[config.mk]
export PLATFORM = sky130hd
export DESIGN_NAME = pipe_adder
export DESIGN_NICKNAME = d
export VERILOG_FILES = /design/src/rtl/pipe_adder_pkg.sv /design/src/rtl/pipe_adder_stage_ctrl.sv /design/src/rtl/pipe_adder.sv
export SDC_FILE = /design/constraint.sdc
export NUM_CORES = 1
export LEC_CHECK = 0
export CORE_ASPECT_RATIO = 0.7
export CORE_MARGIN = 4
export CORE_UTILIZATION = 43
export DETAILED_ROUTE_END_ITERATION = 6
export GPL_ROUTABILITY_DRIVEN = 0
export PLACE_DENSITY = 0.84
export SYNTH_ARGS = -nofsm -noshare
export SYNTH_HDL_FRONTEND = slang
export SYNTH_SLANG_ARGS = --single-unit
[constraint.sdc]
create_clock -name clk -period 1.6 [get_ports clk]
set_input_delay 0.32 -clock clk [delete_from_list [all_inputs] [get_ports clk]]
set_output_delay 0.32 -clock clk [all_outputs]
set_load 0.005 [all_outputs]
[src/rtl/pipe_adder_pkg.sv]
// Shared definitions for the two-stage pipelined adder/subtractor.
package pipe_adder_pkg;

  localparam int unsigned OP_W = 2;

  typedef enum logic [OP_W-1:0] {
    OP_ADD = 2'b00,
    OP_SUB = 2'b01,
    OP_SAT = 2'b10,
    OP_RSV = 2'b11
  } op_e;

endpackage

[src/rtl/pipe_adder_stage_ctrl.sv]
// One pipeline stage's valid bit and advance logic.
module pipe_stage_ctrl (
  input  logic clk,
  input  logic rst,
  input  logic up_valid,
  input  logic down_adv,
  output logic adv_c,
  output logic valid
);

  logic valid_q;
  logic valid_d;

  // A stage advances when empty or when the stage below it moves.
  always_comb begin
    adv_c   = !valid_q || down_adv;
    valid_d = valid_q;
    if (adv_c) begin
      valid_d = up_valid;
    end
  end

  always_ff @(posedge clk or posedge rst) begin
    if (rst) begin
      valid_q <= 1'b0;
    end else begin
      valid_q <= valid_d;
    end
  end

  assign valid = valid_q;

endmodule

[src/rtl/pipe_adder.sv]
// Two-stage pipelined add / subtract / saturating-add with valid/ready flow control.
module pipe_adder
  import pipe_adder_pkg::*;
#(
  parameter int unsigned WIDTH = 4,
  parameter int unsigned LOW_W = WIDTH / 2
) (
  input  logic             clk,
  input  logic             rst,
  input  logic             in_valid,
  output logic             in_ready,
  input  logic [WIDTH-1:0] a,
  input  logic [WIDTH-1:0] b,
  input  logic [1:0]       op,
  output logic             out_valid,
  input  logic             out_ready,
  output logic [WIDTH:0]   sum,
  output logic             ovf
);

  localparam int unsigned HI_W = WIDTH - LOW_W;

  typedef struct packed {
    logic [LOW_W-1:0] lo_sum;
    logic             lo_c;
    logic [HI_W-1:0]  a_hi;
    logic [HI_W-1:0]  bb_hi;
    op_e              op;
  } s1_t;

  logic s1_valid;
  logic s2_valid;
  logic s1_adv;
  logic s2_adv;

  pipe_stage_ctrl u_s1_ctrl (
    .clk      (clk),
    .rst      (rst),
    .up_valid (in_valid),
    .down_adv (s2_adv),
    .adv_c    (s1_adv),
    .valid    (s1_valid)
  );

  pipe_stage_ctrl u_s2_ctrl (
    .clk      (clk),
    .rst      (rst),
    .up_valid (s1_valid),
    .down_adv (out_ready),
    .adv_c    (s2_adv),
    .valid    (s2_valid)
  );

  assign in_ready  = s1_adv;
  assign out_valid = s2_valid;

  s1_t              s1_q;
  s1_t              s1_d;
  logic [WIDTH-1:0] bb;
  logic             cin;
  logic [LOW_W:0]   lo;

  // Stage 1: low slice, with subtract folded in as A + ~B + 1.
  always_comb begin
    s1_d = s1_q;
    cin  = (op == OP_SUB);
    bb   = cin ? ~b : b;
    lo   = {1'b0, a[LOW_W-1:0]} + {1'b0, bb[LOW_W-1:0]} + (LOW_W+1)'(cin);
    if (in_valid && in_ready) begin
      s1_d.lo_sum = lo[LOW_W-1:0];
      s1_d.lo_c   = lo[LOW_W];
      s1_d.a_hi   = a[WIDTH-1:LOW_W];
      s1_d.bb_hi  = bb[WIDTH-1:LOW_W];
      s1_d.op     = op_e'(op);
    end
  end

  logic [WIDTH:0]   sum_q;
  logic [WIDTH:0]   sum_d;
  logic             ovf_q;
  logic             ovf_d;
  logic [HI_W:0]    hi;
  logic [WIDTH-1:0] raw;
  logic             c;

  // Stage 2: high slice plus mode-specific result formatting.
  always_comb begin
    sum_d = sum_q;
    ovf_d = ovf_q;
    hi    = {1'b0, s1_q.a_hi} + {1'b0, s1_q.bb_hi} + (HI_W+1)'(s1_q.lo_c);
    raw   = {hi[HI_W-1:0], s1_q.lo_sum};
    c     = hi[HI_W];
    if (s2_adv && s1_valid) begin
      case (s1_q.op)
        OP_SUB: begin
          sum_d = {~c, raw};
          ovf_d = ~c;
        end
        OP_SAT: begin
          sum_d = c ? {1'b0, {WIDTH{1'b1}}} : {1'b0, raw};
          ovf_d = c;
        end
        default: begin
          sum_d = {c, raw};
          ovf_d = c;
        end
      endcase
    end
  end

  always_ff @(posedge clk or posedge rst) begin
    if (rst) begin
      s1_q  <= '0;
      sum_q <= '0;
      ovf_q <= 1'b0;
    end else begin
      s1_q  <= s1_d;
      sum_q <= sum_d;
      ovf_q <= ovf_d;
    end
  end

  assign sum = sum_q;
  assign ovf = ovf_q;

endmodule

# == Word-level counts from Yosys, hierarchy flattened ==
# Cells that the tools add are included.
# word_totals
latch_bits,0
romBits,0
register_bits,17
out_inout_bits,8
mem_bits_rw,0
n_memories,0
in_bits,14
word_cells,28
# op_classes
magnitude_cmp,0
div_mod_pow,0
shift,0
bitwise_logic,2
n_mux,4
n_eq_ne,3
multipliers,0
n_addsub,4
reduce_logical,6
# ops
op,count
case mux 5 bit (2 select lines),1
2-to-1 mux 4 bit,2
adder 2 x 2 -> 3 bit,2
adder 3 x 1 -> 3 bit,2
== test 2 x 1 -> 1 bit (second input constant),2
NOT 4 bit,1
== test 2 bit (second input constant),1
logical AND 1 bit,2
zero test 1 bit,2
logical OR 1 bit,2
2-to-1 mux 1 bit,1
NOT 1 bit,1

# == Logic depth before layout (Yosys ltp) ==
# Gate-level depths: netlist of run 1.
# depth
depth_word,4
ltp_mapped,8
mapped_depth_nobuf,8

# == Hierarchy ==
# From an unflattened synthesis of run 1, not the netlist that was laid out.
# unflattened
cells_unflattened,80
hier_area_um2,909.6
# modules_own_cells
module,instances,cells_each,seq_area_each_um2,area_each_um2
pipe_adder,1,72,375.4,807.0
pipe_stage_ctrl,2,4,25.0,51.3

# == Worst setup path before layout of run 1 ==
# OpenSTA, ideal clock, no wires.
# synth_path
kind,reg-to-reg
from,register s1_q[2] (netlist bit)
to,register sum_q[0] (netlist: sum[0])
setup_slack_ns,0.021
period_less_slack_ns,1.579
arrival_time_ns,1.499
path_stages_with_launch,8
n_path_buf,0
required_ns,1.521
setup_time_ns,0.079
path_cell_list,dfrtp_1 inv_1 fa_1 inv_1 fa_1 inv_1 o311a_1 a2bb2oi_1
# synth_between
elab_chain_len,4
# synth_rtl
element,line,source
from (decl),pipe_adder.sv:57,s1_t s1_q;
from (signal assigned),pipe_adder.sv:113,s1_q <= '0;
from (signal assigned),pipe_adder.sv:117,s1_q <= s1_d;
adder 2 x 2 -> 3 bit,pipe_adder.sv:90,"hi = {1'b0, s1_q.a_hi} + {1'b0, s1_q.bb_hi} + (HI_W+1)'(s1_q.lo_c);"
adder 3 x 1 -> 3 bit,pipe_adder.sv:90,
2-to-1 mux 4 bit,pipe_adder.sv:100,"sum_d = c ? {1'b0, {WIDTH{1'b1}}} : {1'b0, raw};"
case mux 5 bit (2 select lines),pipe_adder.sv:94,case (s1_q.op)
to (signal assigned),pipe_adder.sv:118,sum_q <= sum_d;
to (decl),pipe_adder.sv:78,logic [WIDTH:0] sum_q;
# Every way passes these cells.
# A chain may end at the register's enable or synchronous reset.

# == Worst setup path after layout of run 1 ==
# layout_path
from,register s1_q[2] (netlist bit)
to,register sum_q[2] (netlist: sum[2])
# layout_between
elab_chain_len,4
# layout_rtl
element,line
adder 2 x 2 -> 3 bit (*),pipe_adder.sv:90
adder 3 x 1 -> 3 bit (*),pipe_adder.sv:90
2-to-1 mux 4 bit,pipe_adder.sv:100
case mux 5 bit (2 select lines) (*),pipe_adder.sv:94
# Every way passes the cells marked *; elsewhere a longest branch is shown, timed or not.

==> run summary, run 1 <==
The flow ran to the end, but the final reports show violations. The final reports fail on setup timing. In the synthesized netlist the dominant register cell turns out to be dfrtp_1. After synthesis, the cell types taking the most area are dfrtp_1, mux2_4, fa_1. The fraction of the cycle the final worst path needs works out to 102%. The run gives 15 as the DRC violation total after the first TritonRoute iteration.

The run gives 0.00295 sq mm as the total die area. The first global-routing pass estimated 2730 microns of wire. Total global-route track usage: 12.5%. The post-detailed-route wirelength per cell works out to 12.9 microns. Counting the buffers created by CTS gives 3. The post-detailed-route DRC marker count was 0. The number of global-route vias before repair is 628, and the worst relative slew slack is 78.6%. The maximum vdd ir drop was 598 uV; the number of detailed-routing iterations run before antenna repair was 4. For the number of H-tree levels, the log shows 1. The cell count of the worst hold path is 2, and the final net count is 126. At the pin with the least slew margin, the transition time is 0.321 ns. Setup violations remaining at the end of the flow were counted as 5. The detail-routed via count per cell works out to 4.95.

The run gives 0 as the total overflow reported by the global router. The run gives 0 as the number of max-slew violations in the final report. The kind of start point of the critical path was a register.

The die span in x came out at 63.3 microns. The synthesized design spends more area on one cell type than any other, namely dfrtp_1. After routing, the total negative slack on setup checks comes to -0.0980 ns.

The number of clock sinks came out at 17. The number of antenna violations at the first check in global routing was 0; the die height was 46.7 microns. By count the netlist is led by dfrtp_1, inv_1, mux2_4. The portion of the post-synthesis area used by sequential elements came out at 46.3%. Summing every instance area after synthesis gives 920 sq um. The tools report the post-layout worst setup margin as -0.0343 ns.

The floorplan step defined a core boundary enclosing 0.00194 sq mm. Final-report hold violation count: 0. The ratio of cells with drive above 1 in the final layout was 37.1%. The count of buffers inserted at the top-level ports was 21; the worst reg2reg path depth was 7. Total number of yosys warnings: 0.

The cell sitting at the root of the clock tree is a clkbuf_4. Along the worst path, the maximum fanout reaches 4. Entering global routing, the biggest net connects 18 pins. The floorplan has 13 rows. In this run the power density over the cells is 1080 mW/mm^2. Counting every net in the synthesized netlist gives 90. Clock-pin slew was measured on the worst setup and hold paths at 0.09 ns. The top cell type's share of synthesized area is 46.3%. The fraction of registers with async set/reset was 100%; the max-cap violation count was 0.

Hold repair after CTS inserted 0 buffers. In this run, synthesis produced a sequential element count of 17. Most numerous cell in the Yosys netlist: dfrtp_1. The routed design could run at a clock period as short as 1.63 ns. The starting density of the core is 47.5%.

The maximum clock skew at final layout was 0.000499 ns. The run gives 612 MHz as the achievable frequency. For this block, the via count after detailed routing is 629. The I/O pin total is 22, and the number of enable flip-flop cells after synthesis is 0. Hold is met by 0.306 ns.

The wire-length estimate of the detail-placed layout is 1360 microns. The maximum buffer depth of the clock tree came out at 2. The run gives 70 as the cell count after synthesis. Setup repair after global routing could not meet its margin everywhere. The critical setup path kind is reg -> reg. The clock insertion delay at the later pin of the skew report came out at 0.28 ns.

The required arrival time at the worst endpoint came out at 1.82 ns. The run gives 1.85 ns as the data arrival time of the critical path. The mean post-synth cell area came out at 13.1 sq um. The count of antenna diodes in the layout was 0.

The worst hold path belongs to the class in -> reg. In this run, distinct cell masters in the synthesized netlist total 22. The count of nets left with antenna violations once routing finished came out at 0. The final layout contains routed wiring with a total length of 1630 microns. The synthesis-to-finish area growth came out at 44.2%.

The tools report the capturing element type of the critical path as a register. TritonCTS built the clock tree. For this design the static power due to leakage is 0.000630 uW.
==> final cells by class <==
type | count | area [sq um]
multi-input cells | 43 | 520
inverters | 9 | 33.8
well taps | 22 | 27.5
repair buffers | 32 | 293
clock buffers | 4 | 26.3
fillers | 128 | 609
flip-flops and latches | 17 | 425
==> worst paths after layout <==
check	startpoint	endpoint	slack, ns
max	s1_q[2]	sum[2]	-0.03
min	op[1]	s1_q[1]	0.31
max reg2reg	s1_q[2]	sum[2]	-0.03
min reg2reg	ovf	ovf	0.52
max in group asynchronous	rst	sum[3]	1.09
min in group asynchronous	rst	u_s1_ctrl.valid	0.33
==> sequential cells by signal (all words and copies together) (netlist names) <==
signal and flops:
s1_q 7, u_s1_ctrl.valid 1, ovf 1, sum 5, u_s2_ctrl.valid 1, raw 2
==> routing by layer <==
layer / wire, microns / global-route usage, % / vias to the layer above
li1: - / - / 311
met1: 714 / 14.1 / 299
met2: 807 / 23.7 / 19
met3: 112 / 5.12 / 0
met4: 0 / 1.29 / 0
met5: 0 / 0 / -
==> cells by family after synthesis <==
kind of cell	after synthesis	synth area share, %
AOI/OAI and AO/OA	10	8.03
buffers and inverters	10	4.90
and+or+nand+nor	13	11.2
adders and majority gates	6	10.6
muxes	10	15.2
xor gates and xnor gates	4	3.81
DFF	17	46.3
==> worst max-delay path, cell delays in order (launching register included) <==
cell	delay (ns)
dfrtp_1	0.36
inv_2	0.05
fa_2	0.38
inv_2	0.06
fa_2	0.21
inv_2	0.05
o311a_4	0.34
a2bb2oi_2	0.13
==> where the power goes <==
| part | switching, uW | total [uW] | internal (uW) | leakage (uW) |
|---|---|---|---|---|
| Combinational | 216 | 603 | 387 | 0.000421 |
| Sequential | 77.9 | 612 | 534 | 0.000195 |
| Clock | 124 | 221 | 96.7 | 0.0000150 |
==> per-stage QoR <==
step / instance area, sq um / cells / util, % / worst slack, ns / total power (uW)
2_1_floorplan: 920 / 70 / - / 0.0211 / 884
3_3_place_gp: 1210 / 120 / 62.3 / -0.372 / 1110
3_5_place_dp: 1210 / 120 / 62.3 / -0.406 / 1130
4_1_cts: 1290 / 127 / 66.9 / -0.0407 / 1440
5_1_grt: 1330 / 127 / 68.5 / -0.0908 / 1530
6_report: 1330 / 127 / 68.5 / -0.0343 / 1440
==> placed cells by master, fill, tap and decap left out <==
master	n
xor2_1	2
clkbuf_4	3
nand2b_2	1
o21ai_2	1
nand2b_1	2
clkbuf_1	1
buf_4	11
nand2b_4	1
ha_1	3
a21oi_1	3
nand2_8	1
dlygate4sd2_1	2
mux2_4	8
mux2i_1	2
xnor2_1	1
inv_2	3
dlymetal6s2s_1	1
fa_2	2
fa_1	1
or2b_1	1
clkdlybuf4s50_1	18
and2_1	1
a2bb2oi_2	4
nand3b_4	1
a21oi_2	1
nand2_1	4
or3_1	1
xnor2_4	1
o311a_4	1
inv_1	6
dfrtp_1	17
==> what timing repair did <==
action	4_1_cts	5_1_grt
gates resized for setup	13	5
pin swaps	6	3
setup buffers	3	0
endpoints found under the setup margin	8	8
cloned	0	0
Note: power is estimated with default switching activity, not from simulation.
==> run 2, diff against run 1 <==
ABC_AREA = 1   (was unset)
==> run summary, run 2 <==
The number of standard cells in the layout, taps in and fillers out is 186 (was 127). The overall power consumption is 1420 uW (was 1440 uW). Total global-route track usage: 13.7% (was 12.5%). The top cell type's share of synthesized area was 45.3% (was 46.3%). Leading cell types by count after synthesis: nand2_1, inv_1, dfrtp_1 (was dfrtp_1, inv_1, mux2_4). The tools report the post-detailed-route DRC marker count as 0 (unchanged). For the total die area, the log shows 0.00301 sq mm (was 0.00295 sq mm).

The detail-routed via count per cell is 4.37 (was 4.95), and the number of global-route vias before repair is 750 (was 628). The pre-CTS setup slack was -0.176 ns (was -0.406 ns); the data arrival time of the critical path was 1.85 ns (about the same). The run gives 0 (unchanged) as the number of hold buffers added after cts.

The tools report the maximum clock skew at final layout as 0.00240 ns (was 0.000499 ns). For the routed length on met3, the log shows 111 microns (was 112 microns). The highest signal layer in the routed design is met3 (unchanged). The logs give 889 microns (was 807 microns) for the met2 layer wire length in the routed design and -0.06 ns (was -0.03 ns) for the worst-case register-to-register setup slack. The number of antenna violations at the first check in global routing was 0 (unchanged). The number of detailed-routing iterations run before antenna repair is 6 (was 4). The cell taking the most area after synthesis is dfrtp_1 (unchanged). The capturing element type of the critical path was a register (unchanged). The routed wire length was 1930 microns (was 1630 microns); the count of antenna diodes in the layout was 0 (unchanged). The die span in x works out to 63.8 microns (was 63.3 microns). For the number of max-slew violations in the final report, the log shows 0 (unchanged). The placed wire-length estimate after detailed placement is 1530 microns (was 1360 microns).

Violated checks: setup timing (unchanged). The register with the highest flop count was s1_q (unchanged). The final-report hold violation count is 0 (unchanged), and the pin count of the biggest net entering global routing is 18 (unchanged). The count of buffers inserted at the top-level ports came out at 21 (unchanged). The number of flip-flops in the largest register is 7 (unchanged).

The shortest clock period the worst path allows after layout came out at 1.66 ns (was 1.63 ns). Number of enable flip-flop cells after synthesis: 0 (unchanged). The required arrival time at the worst endpoint is 1.79 ns (was 1.82 ns), and the placeable core region is 0.00197 sq mm (was 0.00194 sq mm). The total CTS buffers came out at 3 (unchanged). Critical setup path kind: reg -> reg (unchanged).

The max-cap violation count was 0 (unchanged). The via total after detailed routing came out at 812 (was 629). The simple-gate share of the synthesized area is 29.1% (was 11.2%), and the ratio of cells with drive above 1 in the final layout is 13.5% (was 37.1%).

Worst hold margin: 0.326 ns (was 0.306 ns). TritonCTS built the clock tree. The run gives 22 (was 15) as the DRC violation total after the first TritonRoute iteration. Area contributors post-synth: dfrtp_1, nand2_1, inv_1 (was dfrtp_1, mux2_4, fa_1). The combinational family with the most area after synthesis was simple AND/OR/NAND/NOR gates (was multiplexers).

The number of distinct library cell variants in the gate-level netlist after synthesis was 16 (was 22). Achievable frequency: 603 MHz (was 612 MHz). Most frequent cells in the layout: nand2_1, clkdlybuf4s50_1, dfrtp_1 (was clkdlybuf4s50_1, dfrtp_1, buf_4).

Worst min-delay path class: in -> async (was in -> reg). The number of cells in the design after placement came out at 181 (was 120). The most numerous cell in the Yosys netlist was nand2_1 (was dfrtp_1). Pin slew with the least headroom to its limit: 0.250 ns (was 0.321 ns). The number of rows created at floorplan came out at 13 (unchanged). For the detailed-routing wirelength on met1, the log shows 928 microns (was 714 microns). The synthesis-to-finish area growth was 36.1% (was 44.2%). The logs give 0 (unchanged) for the total overflow reported by the global router and 938 sq um (was 920 sq um) for the summed instance area of the synthesized netlist. The root buffer selected by CTS is clkbuf_4 (unchanged). The count of nets left with antenna violations after detail routing is 0 (unchanged), and the synthesized netlist net count is 142 (was 90).

The kind of start point of the critical path is a register (unchanged). The synthesized flop and latch total works out to 17 (unchanged). The peak fanout along the critical path was 2 (was 4); the area fraction in compound gates after synthesis was 4.53% (was 8.03%). The portion of the post-synthesis area used by sequential elements was 45.3% (was 46.3%); the cell area power density was 1110 mW/mm^2 (was 1080 mW/mm^2). The parity-gate share of the synthesized area counting xor and xnor cells was 1.87% (was 3.81%).

The run gives 177 (was 126) as the final net count. The fraction of registers with async set/reset is 100% (unchanged). The fraction of the cycle the final worst path needs is 104% (was 102%).

The logs give 83.3% (was 78.6%) for the worst relative slew slack and 6 (was 5) for the final number of setup-violating endpoints. For the total number of yosys warnings, the log shows 0 (unchanged). Setup repair after global routing could not meet its margin everywhere.

The number of H-tree levels came out at 1 (unchanged). Adder-cell area share of the yosys netlist: 10.4% (was 10.6%). The mean post-synth cell area was 7.69 sq um (was 13.1 sq um); the cell count after synthesis was 122 (was 70). The run gives 3150 microns (was 2730 microns) as the wire length of the first global-routing pass. The post-detailed-route wirelength per cell was 10.4 microns (was 12.9 microns); the clock insertion delay at the later pin of the skew report was 0.29 ns (was 0.28 ns). The multiplexer share of the synthesized area works out to 0% (was 15.2%). The flow ran to the end, but the final reports show violations. The tools report the maximum buffer depth of the clock tree as 2 (unchanged). The maximum vdd ir drop was 523 uV (was 598 uV). The die height works out to 47.1 microns (was 46.7 microns). The primary flip-flop cell chosen by synthesis mapping is dfrtp_1 (unchanged). The number of clock sinks is 17 (unchanged). The starting density of the core came out at 47.7% (was 47.5%). The most common cell after layout, fill and taps aside was nand2_1 (was clkdlybuf4s50_1). The post-layout worst setup margin was -0.0572 ns (was -0.0343 ns); the I/O pin total was 22 (unchanged). The clock-pin slew on the worst setup and hold paths is 0.10 ns (was 0.09 ns), and the total leakage power is 0.000700 uW (was 0.000630 uW).
[run 2: final cells by class]
cell class	count	area (sq um)
clock buffers	4	26.3
fillers	164	691
inverters	19	71.3
multi-input cells	85	433
flip-flops and latches	17	425
well taps	30	37.5
repair buffers	31	284
[run 2: what timing repair did]
action,4_1_cts,5_1_grt
setup buffers,1,0
gates cloned,0,0
gates resized for setup,2,0
pin swaps,1,0
endpoints found under the setup margin,7,6
[run 2: per-stage QoR]
step / instance area, sq um / TNS [ns] / util (%)
after floorplan: 941 / -0.0163 / -
after global placement: 1240 / -0.352 / 63.3
after detailed placement: 1240 / -0.662 / 63.3
after CTS: 1280 / -0.167 / 64.9
after global routing: 1280 / -0.843 / 64.9
final: 1280 / -0.134 / 64.9
[run 2: worst paths after layout]
| path | start | to | cells after the start |
|---|---|---|---|
| hold reg to reg | sum[3] | sum[3] | 2 |
| min in group clk | sum[3] | sum[3] | 2 |
| hold / removal | rst | sum[3] | 3 |
| setup reg to reg | s1_q[6] | sum[3] | 10 |
| max in group asynchronous | rst | s1_q[1] | 3 |
| setup / recovery | s1_q[6] | sum[3] | 10 |
[run 2: cells by family after synthesis]
group	count (synthesis)
fa+ha+maj	6
simple gates	69
flops	17
compound gates	8
xor+xnor	2
buf+inv	20
[run 2: power by group]
part | leakage [uW] | switching (uW) | internal, uW
clock | 0.0000150 | 133 | 97.0
combinational | 0.000476 | 270 | 309
sequential | 0.000210 | 70.0 | 540
[run 2: routing by layer]
| metal | vias up | track usage [%] |
|---|---|---|
| li1 | 433 | - |
| met1 | 358 | 17.7 |
| met2 | 21 | 23.6 |
| met3 | 0 | 4.55 |
| met4 | 0 | 1.29 |
| met5 | - | 0 |
[run 2: worst max-delay path: stages, from the launching register on]
cell and delay [ns]:
dfrtp_1 0.37, inv_2 0.05, fa_2 0.38, inv_2 0.06
fa_1 0.41, inv_1 0.06, nand2_1 0.05, nand2_1 0.05
nand2_1 0.04, nand2_1 0.05, nand2_1 0.04
